==> config.mk <==
export PLATFORM = sky130hd
export DESIGN_NAME = reservation_station_flat
export DESIGN_NICKNAME = d
export VERILOG_FILES = /design/src/rtl/reservation_station_if.sv /design/src/rtl/reservation_station.sv /design/src/flat_wrapper.sv
export SDC_FILE = /design/constraint.sdc
export NUM_CORES = 1
export LEC_CHECK = 0
export ABC_CLOCK_PERIOD_IN_PS = 2300
export CORE_AREA = 3 3 267 190
export CTS_BUF_LIST = sky130_fd_sc_hd__clkbuf_8
export CTS_CLUSTER_SIZE = 20
export DETAILED_ROUTE_END_ITERATION = 6
export DIE_AREA = 0 0 270 193
export PLACE_DENSITY = 0.67
export SETUP_SLACK_MARGIN = 0.02
export SYNTH_ARGS = -nofsm -noshare
export SYNTH_HDL_FRONTEND = slang
export SYNTH_SLANG_ARGS = --single-unit
==> constraint.sdc <==
create_clock -name clk -period 2.3 [get_ports clk]
set_input_delay 0.345 -clock clk [delete_from_list [all_inputs] [get_ports clk]]
set_output_delay 0.345 -clock clk [all_outputs]
set_load 0.01 [all_outputs]
==> src/rtl/reservation_station_if.sv <==
// reservation_station_if: issue, CDB snoop and dispatch bundle of the reservation station
interface reservation_station_if #(
  parameter int RS_SIZE = 4,
  parameter int TAG_W = 5,
  parameter int OP_W = 4
);
  logic flush;
  logic issue_valid;
  logic issue_ready;
  logic [OP_W-1:0] issue_op;
  logic [TAG_W-1:0] issue_rob_tag;
  logic [TAG_W-1:0] issue_q1;
  logic [31:0] issue_v1;
  logic [TAG_W-1:0] issue_q2;
  logic [31:0] issue_v2;
  logic cdb_valid;
  logic [TAG_W-1:0] cdb_tag;
  logic [31:0] cdb_val;
  logic disp_valid;
  logic disp_ready;
  logic [OP_W-1:0] disp_op;
  logic [31:0] disp_v1;
  logic [31:0] disp_v2;
  logic [TAG_W-1:0] disp_rob_tag;
  logic [$clog2(RS_SIZE):0] occupancy;
  modport master (
    output flush, issue_valid, issue_op, issue_rob_tag, issue_q1, issue_v1, issue_q2, issue_v2,
    output cdb_valid, cdb_tag, cdb_val, disp_ready,
    input issue_ready, disp_valid, disp_op, disp_v1, disp_v2, disp_rob_tag, occupancy
  );
  modport slave (
    input flush, issue_valid, issue_op, issue_rob_tag, issue_q1, issue_v1, issue_q2, issue_v2,
    input cdb_valid, cdb_tag, cdb_val, disp_ready,
    output issue_ready, disp_valid, disp_op, disp_v1, disp_v2, disp_rob_tag, occupancy
  );
endinterface

==> src/rtl/reservation_station.sv <==
// reservation_station: tag-keyed operand wait buffer with CDB snooping and lowest-index dispatch
module reservation_station #(
  parameter int RS_SIZE = 4,
  parameter int TAG_W = 5,
  parameter int OP_W = 4,
  parameter logic [TAG_W-1:0] NONE = '1
) (
  input logic clk,
  input logic reset,
  reservation_station_if.slave bus
);
  localparam int IW = (RS_SIZE > 1) ? $clog2(RS_SIZE) : 1;
  logic [RS_SIZE-1:0] busy_q, busy_d;
  logic [OP_W-1:0] op_q [RS_SIZE];
  logic [OP_W-1:0] op_d [RS_SIZE];
  logic [TAG_W-1:0] tag_q [RS_SIZE];
  logic [TAG_W-1:0] tag_d [RS_SIZE];
  logic [TAG_W-1:0] q1_q [RS_SIZE];
  logic [TAG_W-1:0] q1_d [RS_SIZE];
  logic [TAG_W-1:0] q2_q [RS_SIZE];
  logic [TAG_W-1:0] q2_d [RS_SIZE];
  logic [31:0] v1_q [RS_SIZE];
  logic [31:0] v1_d [RS_SIZE];
  logic [31:0] v2_q [RS_SIZE];
  logic [31:0] v2_d [RS_SIZE];
  logic [OP_W-1:0] last_op_q, last_op_d;
  logic [TAG_W-1:0] last_tag_q, last_tag_d;
  logic [31:0] last_v1_q, last_v1_d, last_v2_q, last_v2_d;
  logic [IW-1:0] sel, free;
  logic rdy, cdb_hit;
  logic [IW:0] occ;
  always_comb begin
    busy_d = busy_q;
    op_d = op_q;
    tag_d = tag_q;
    q1_d = q1_q;
    q2_d = q2_q;
    v1_d = v1_q;
    v2_d = v2_q;
    rdy = 1'b0;
    sel = '0;
    free = '0;
    occ = '0;
    cdb_hit = bus.cdb_valid && bus.cdb_tag != NONE;
    for (int i = RS_SIZE - 1; i >= 0; i--) begin
      if (busy_q[i] && q1_q[i] == NONE && q2_q[i] == NONE) begin
        rdy = 1'b1;
        sel = IW'(i);
      end
      if (!busy_q[i]) free = IW'(i);
      occ = occ + (IW+1)'(busy_q[i]);
      if (busy_q[i] && cdb_hit && q1_q[i] == bus.cdb_tag) begin
        q1_d[i] = NONE;
        v1_d[i] = bus.cdb_val;
      end
      if (busy_q[i] && cdb_hit && q2_q[i] == bus.cdb_tag) begin
        q2_d[i] = NONE;
        v2_d[i] = bus.cdb_val;
      end
    end
    if (rdy && bus.disp_ready) busy_d[sel] = 1'b0;
    if (bus.issue_valid && !(&busy_q)) begin
      busy_d[free] = 1'b1;
      op_d[free] = bus.issue_op;
      tag_d[free] = bus.issue_rob_tag;
      q1_d[free] = (cdb_hit && bus.issue_q1 == bus.cdb_tag) ? NONE : bus.issue_q1;
      v1_d[free] = (cdb_hit && bus.issue_q1 == bus.cdb_tag) ? bus.cdb_val : bus.issue_v1;
      q2_d[free] = (cdb_hit && bus.issue_q2 == bus.cdb_tag) ? NONE : bus.issue_q2;
      v2_d[free] = (cdb_hit && bus.issue_q2 == bus.cdb_tag) ? bus.cdb_val : bus.issue_v2;
    end
    if (bus.flush) busy_d = '0;
    last_op_d = rdy ? op_q[sel] : last_op_q;
    last_tag_d = rdy ? tag_q[sel] : last_tag_q;
    last_v1_d = rdy ? v1_q[sel] : last_v1_q;
    last_v2_d = rdy ? v2_q[sel] : last_v2_q;
  end
  always_ff @(posedge clk) begin
    if (reset) begin
      busy_q <= '0;
      for (int i = 0; i < RS_SIZE; i++) begin
        op_q[i] <= '0;
        tag_q[i] <= NONE;
        q1_q[i] <= NONE;
        q2_q[i] <= NONE;
        v1_q[i] <= '0;
        v2_q[i] <= '0;
      end
      last_op_q <= '0;
      last_tag_q <= NONE;
      last_v1_q <= '0;
      last_v2_q <= '0;
    end else begin
      busy_q <= busy_d;
      op_q <= op_d;
      tag_q <= tag_d;
      q1_q <= q1_d;
      q2_q <= q2_d;
      v1_q <= v1_d;
      v2_q <= v2_d;
      last_op_q <= last_op_d;
      last_tag_q <= last_tag_d;
      last_v1_q <= last_v1_d;
      last_v2_q <= last_v2_d;
    end
  end
  assign bus.issue_ready = ~&busy_q;
  assign bus.occupancy = occ;
  assign bus.disp_valid = rdy;
  assign bus.disp_op = last_op_d;
  assign bus.disp_rob_tag = last_tag_d;
  assign bus.disp_v1 = last_v1_d;
  assign bus.disp_v2 = last_v2_d;
endmodule

==> src/flat_wrapper.sv <==
// flat-port wrapper written by rule: the top's interface ports become plain ports
module reservation_station_flat 
#(
  parameter int RS_SIZE = 4,
  parameter int TAG_W = 5,
  parameter int OP_W = 4,
  parameter logic [TAG_W-1:0] NONE = '1
)
  (clk, reset, bus_flush, bus_issue_valid, bus_issue_op, bus_issue_rob_tag, bus_issue_q1, bus_issue_v1, bus_issue_q2, bus_issue_v2, bus_cdb_valid, bus_cdb_tag, bus_cdb_val, bus_disp_ready, bus_issue_ready, bus_disp_valid, bus_disp_op, bus_disp_v1, bus_disp_v2, bus_disp_rob_tag, bus_occupancy);
  reservation_station_if #(.RS_SIZE(RS_SIZE), .TAG_W(TAG_W), .OP_W(OP_W)) bus_i ();
  input logic clk;
  input logic reset;
  input wire logic [$bits(bus_i.flush)-1:0] bus_flush;
  input wire logic [$bits(bus_i.issue_valid)-1:0] bus_issue_valid;
  input wire logic [$bits(bus_i.issue_op)-1:0] bus_issue_op;
  input wire logic [$bits(bus_i.issue_rob_tag)-1:0] bus_issue_rob_tag;
  input wire logic [$bits(bus_i.issue_q1)-1:0] bus_issue_q1;
  input wire logic [$bits(bus_i.issue_v1)-1:0] bus_issue_v1;
  input wire logic [$bits(bus_i.issue_q2)-1:0] bus_issue_q2;
  input wire logic [$bits(bus_i.issue_v2)-1:0] bus_issue_v2;
  input wire logic [$bits(bus_i.cdb_valid)-1:0] bus_cdb_valid;
  input wire logic [$bits(bus_i.cdb_tag)-1:0] bus_cdb_tag;
  input wire logic [$bits(bus_i.cdb_val)-1:0] bus_cdb_val;
  input wire logic [$bits(bus_i.disp_ready)-1:0] bus_disp_ready;
  output wire logic [$bits(bus_i.issue_ready)-1:0] bus_issue_ready;
  output wire logic [$bits(bus_i.disp_valid)-1:0] bus_disp_valid;
  output wire logic [$bits(bus_i.disp_op)-1:0] bus_disp_op;
  output wire logic [$bits(bus_i.disp_v1)-1:0] bus_disp_v1;
  output wire logic [$bits(bus_i.disp_v2)-1:0] bus_disp_v2;
  output wire logic [$bits(bus_i.disp_rob_tag)-1:0] bus_disp_rob_tag;
  output wire logic [$bits(bus_i.occupancy)-1:0] bus_occupancy;
  assign bus_i.flush = bus_flush;
  assign bus_i.issue_valid = bus_issue_valid;
  assign bus_i.issue_op = bus_issue_op;
  assign bus_i.issue_rob_tag = bus_issue_rob_tag;
  assign bus_i.issue_q1 = bus_issue_q1;
  assign bus_i.issue_v1 = bus_issue_v1;
  assign bus_i.issue_q2 = bus_issue_q2;
  assign bus_i.issue_v2 = bus_issue_v2;
  assign bus_i.cdb_valid = bus_cdb_valid;
  assign bus_i.cdb_tag = bus_cdb_tag;
  assign bus_i.cdb_val = bus_cdb_val;
  assign bus_i.disp_ready = bus_disp_ready;
  assign bus_issue_ready = bus_i.issue_ready;
  assign bus_disp_valid = bus_i.disp_valid;
  assign bus_disp_op = bus_i.disp_op;
  assign bus_disp_v1 = bus_i.disp_v1;
  assign bus_disp_v2 = bus_i.disp_v2;
  assign bus_disp_rob_tag = bus_i.disp_rob_tag;
  assign bus_occupancy = bus_i.occupancy;
  reservation_station #(.RS_SIZE(RS_SIZE), .TAG_W(TAG_W), .OP_W(OP_W), .NONE(NONE)) u_core (.clk(clk), .reset(reset), .bus(bus_i));
endmodule
==> reports/metrics.sh, run 1 <==
SLEW_MARGIN_REL_PCT=52.6
CTS.REPORTEDPATHS.CLKPINSLEW_NS=0.06
FILLCELLCOUNT=3826
DRIVE_GT1_SHARE_PCT=27.6
YOSYSWARNINGS=0
PATH_BUF_INV=5
POST_SYNTH_INSTANCE_AREA_UM2=21700
NUMBER_OF_INSTANCES_IN_THE_SYNTHESIZED_NETLIST=2426
CP_SLOWEST_STAGE_DELAY_NS=0.45
ANTENNA_LEFT=0
SYNTH-EDFF-COUNT=0
PORT-BUFFER-COUNT=203
GRT_PASS1_WL_MM=129
CPMOSTUSEDCELL='buf_4'
CLOCK_SINK_COUNT=409
CRITICAL_PATH_STARTPOINT_CATEGORY='register'
HP-START='reset'
DPL_CELL_AREA_UM2=26600
FINALCLOCKSKEW_NS=0.0418
RUN_STATUS='finished with violations'
CLOCK_PATH_BUFFERS=3
PATH_MAX_FANOUT=7
ROUTE.VIAS.TOTAL=22900
1ST_ITER_DRT_VIOLS=3131
DIEWIDTH_UM=270
WORSTSETUPENDPOINTTYPE='output pin'
START_UTIL_PCT=45.1
SYNTH_TOP_FLOP_CELL='dfxtp_1'
POSTLAYOUTSETUPSLACKWORST_NS=-1.14
CRITICAL_PATH_ARRIVAL_NS=3.09
SYNTH_MOST_COMMON_CELL='a211oi_1'
CPMAXSTAGEDELAYCELL='or3_4'
YS_TOP_CELLS_BY_AREA='dfxtp_1, a211oi_1, mux2i_1'
NUM-NETS-FINAL=2966
WORST_SKEW_PAIR.LATE_LATENCY_NS=0.67
CELLLEAKAGEPOWER_nW=11.2
YOSYS_REGISTER_BITS=409
NUM_ROWS=67
SYNTH_TOP_AREA_SHARE_PCT=37.8
GRT_START_MAX_NET_PINS=76
NUMBER_OF_MAX_SLEW_VIOLATIONS_IN_THE_FINAL_REPORT=0
MAX-CAP-VIOLATIONS=0
FINALCRITPERIODSHARE_PCT=150
HOLD_VIOL_FINAL=0
TIMING.CRITICAL_PATH.CELLS='nand4_1 > or3_4 > buf_8 > buf_12 > buf_4 > or3_1 > a222oi_1 > buf_4 > nor2_4 > buf_6'
DETAIL_ROUTE.VIAS_PER_CELL=6.46
ROUTE.FINAL.WIRE_LENGTH_MM=86.0
CLOCK-ROOT-BUFFER='clkbuf_8'
POSTSYNTHNETCOUNT=2556
DIE_HEIGHT_UM=193
FIRST_GLOBAL_VIAS=22300
GR-TOTAL-OVERFLOW=0
CTS_BUFFER_COUNT=70
RSZ0062_AT_GRT='yes'
SEQ_AREA_UM2=8210
GP_CONGESTION=0.868
PLACE_WS_NS=-0.996
HOLDCRITPATHCLASS='input port to register'
FIN_CRIT_NS=3.44
SYNTHTOPCELLSBYCOUNT='a211oi_1, dfxtp_1, mux2i_1'
WORSTMARGINPINSLEW_NS=0.709
GRT_ANTENNA_BEFORE_REPAIR=4
POWER.IR.VDD_WORST_V=0.000353
POST-ROUTE-CELL-AREA_UM2=30000
IO-PIN-COUNT=204
VIOLATED_CHECKS='DRC, setup timing'
MULTI_INPUT_AREA_UM2=12700
POST-SYNTH-TOP-AREA-CELL='dfxtp_1'
R2R_START='u_core.q2_q[4]$_SDFF_PP1_'
POST_SYNTH_NUM_CELL_TYPES=47
SYNTH_ASYNC_SR_FLOP_SHARE_PCT=0
SYN_AVG_CELL_AREA_UM2=8.92
POWER_CONSUMPTION_W=0.0167
SETUP_VIOL_COUNT_FINAL=118
AREA_GROWTH_SYN_TO_LAYOUT_PCT=38.6
FIN_HOLD_WS_NS=0.166
HTREE_NUM_LEVELS=3
FINALCOREUTILIZATION_PCT=62.5
DESIGN.CORE.AREA_UM2=48000
YOSYSSEQAREASHARE_PCT=37.8
FLOORPLAN.DIE_AREA_UM2=52100
GLOBAL_ROUTER_S_OVERALL_RESOURCE_USAGE_PCT=31.0
MAX_FREQ_MHz=291
CRITPATHTOPFAMILY='simple AND/OR/NAND/NOR gates'
POST-ROUTE-DRC-COUNT=4
TOTAL_ITERATIONS_OF_THE_FIRST_DETAILED_ROUTING_RUN=7
TIMING.CRITICAL_PATH.REQUIRED_NS=1.96
PWR_DENSITY_CELL_nW_PER_UM2=557
POST-DP-HPWL_MM=51.5
TRITONCTS='yes'
TIMING.SETUP.CRITICAL_PATH_CLASS='register to output pin'
ROUTEDWLPERCELL_UM=24.3
CRIT_PATH_START='u_core.q2_q[4]$_SDFF_PP1_'
==> worst paths after layout <==
kind,cells past startpoint,endpoint,slack [ns]
worst max-delay path,10,bus_disp_v1[16],-1.14
worst min-delay path,2,u_core.last_v2_q[29]$_SDFF_PP0_,0.17
worst max register to register,20,u_core.last_v1_q[12]$_SDFF_PP0_,-1.06
worst min register to register,2,u_core.op_q[5]$_SDFFE_PP0P_,0.45
==> final cells by class <==
| cell class | instances | share of cell area, % |
|---|---|---|
| antenna | 2 | 0.0167 |
| clock buffer | 88 | 4.04 |
| clock inverter | 33 | 0.500 |
| inverter | 3 | 0.0459 |
| multi-input combinational | 1679 | 42.3 |
| sequential | 409 | 27.4 |
| tap | 655 | 2.73 |
| timing repair buffer | 673 | 23.0 |
==> cell families after synthesis <==
group / Yosys count / share of synthesized area [%]
fa+ha+maj: 4 / 0.266
compound gates: 801 / 29.5
buf+inv: 338 / 6.72
mux: 224 / 10.4
simple gates: 600 / 13.3
xor+xnor: 50 / 2.02
flops: 409 / 37.8
==> sequential cells by signal, indices dropped and copies added, names as in the netlist <==
signal and flops:
u_core.last_v2_q 32, u_core.q2_q 20, u_core.last_op_q 4, u_core.q1_q 20, u_core.v2_q 128, u_core.v1_q 128
u_core.tag_q 20, u_core.last_v1_q 32, u_core.busy_q 4, u_core.op_q 16, u_core.last_tag_q 5
==> layout by cell type (no fill, tap or decap), types with 5 or more instances in the layout <==
cell type and count:
o21bai_1 40, nor2_4 11, or3_4 20, buf_2 61, nor3_2 42, a21oi_1 30
xnor2_1 25, buf_8 15, nand3_1 10, o211a_1 68, nor3b_1 10, nor2_1 115
buf_4 301, clkbuf_16 7, buf_12 87, nor2_2 21, nand2_1 142, a311oi_1 32
clkbuf_8 88, a211oi_1 481, nand3b_1 21, buf_6 68, or3_1 56, clkinv_2 10
inv_1 21, nor3_1 106, a32oi_2 5, a222oi_1 68, nor4_2 5, dfxtp_1 393
mux2i_1 224, dfxtp_2 16, clkdlybuf4s50_1 124, o31a_1 64, nand4_1 11, xor2_1 25
nand2b_1 5
==> what timing repair did <==
action,CTS,global route
buffers inserted,128,70
pin swaps,83,107
hold buffers,0,0
cloned,10,9
setup endpoints to repair,127,138
resized for setup,405,156
==> stage by stage <==
step	std cells	setup TNS (ns)
after global routing	3542	-89.49
after global placement	3283	-117.40
after floorplan	2426	0
final	3542	-77.22
after CTS	3540	-79.57
after detailed placement	3283	-128.19
==> layer usage <==
metal,routed length [um],GRT usage [%],up-vias
met5,23,0,-
met4,3640,13.8,4
li1,-,-,10200
met1,35300,40.1,11100
met2,37800,48.5,1338
met3,9200,8.94,262
==> power breakdown <==
group	switching, W	total, W	internal [W]
clock network	0.00318	0.00662	0.00344
registers	0.000126	0.00745	0.00733
logic	0.00146	0.00265	0.00119
Note: power is estimated with default switching activity, not from simulation.
==> run 2: changes to the inputs <==
--- a/config.mk
+++ b/config.mk
@@ -13,6 +13,7 @@
 export DIE_AREA = 0 0 270 193
 export PLACE_DENSITY = 0.67
 export SETUP_SLACK_MARGIN = 0.02
+export SLEW_MARGIN = 20
 export SYNTH_ARGS = -nofsm -noshare
 export SYNTH_HDL_FRONTEND = slang
 export SYNTH_SLANG_ARGS = --single-unit
==> results of run 2 <==
Final layout, timing and power as in run 1 (identical DEF).
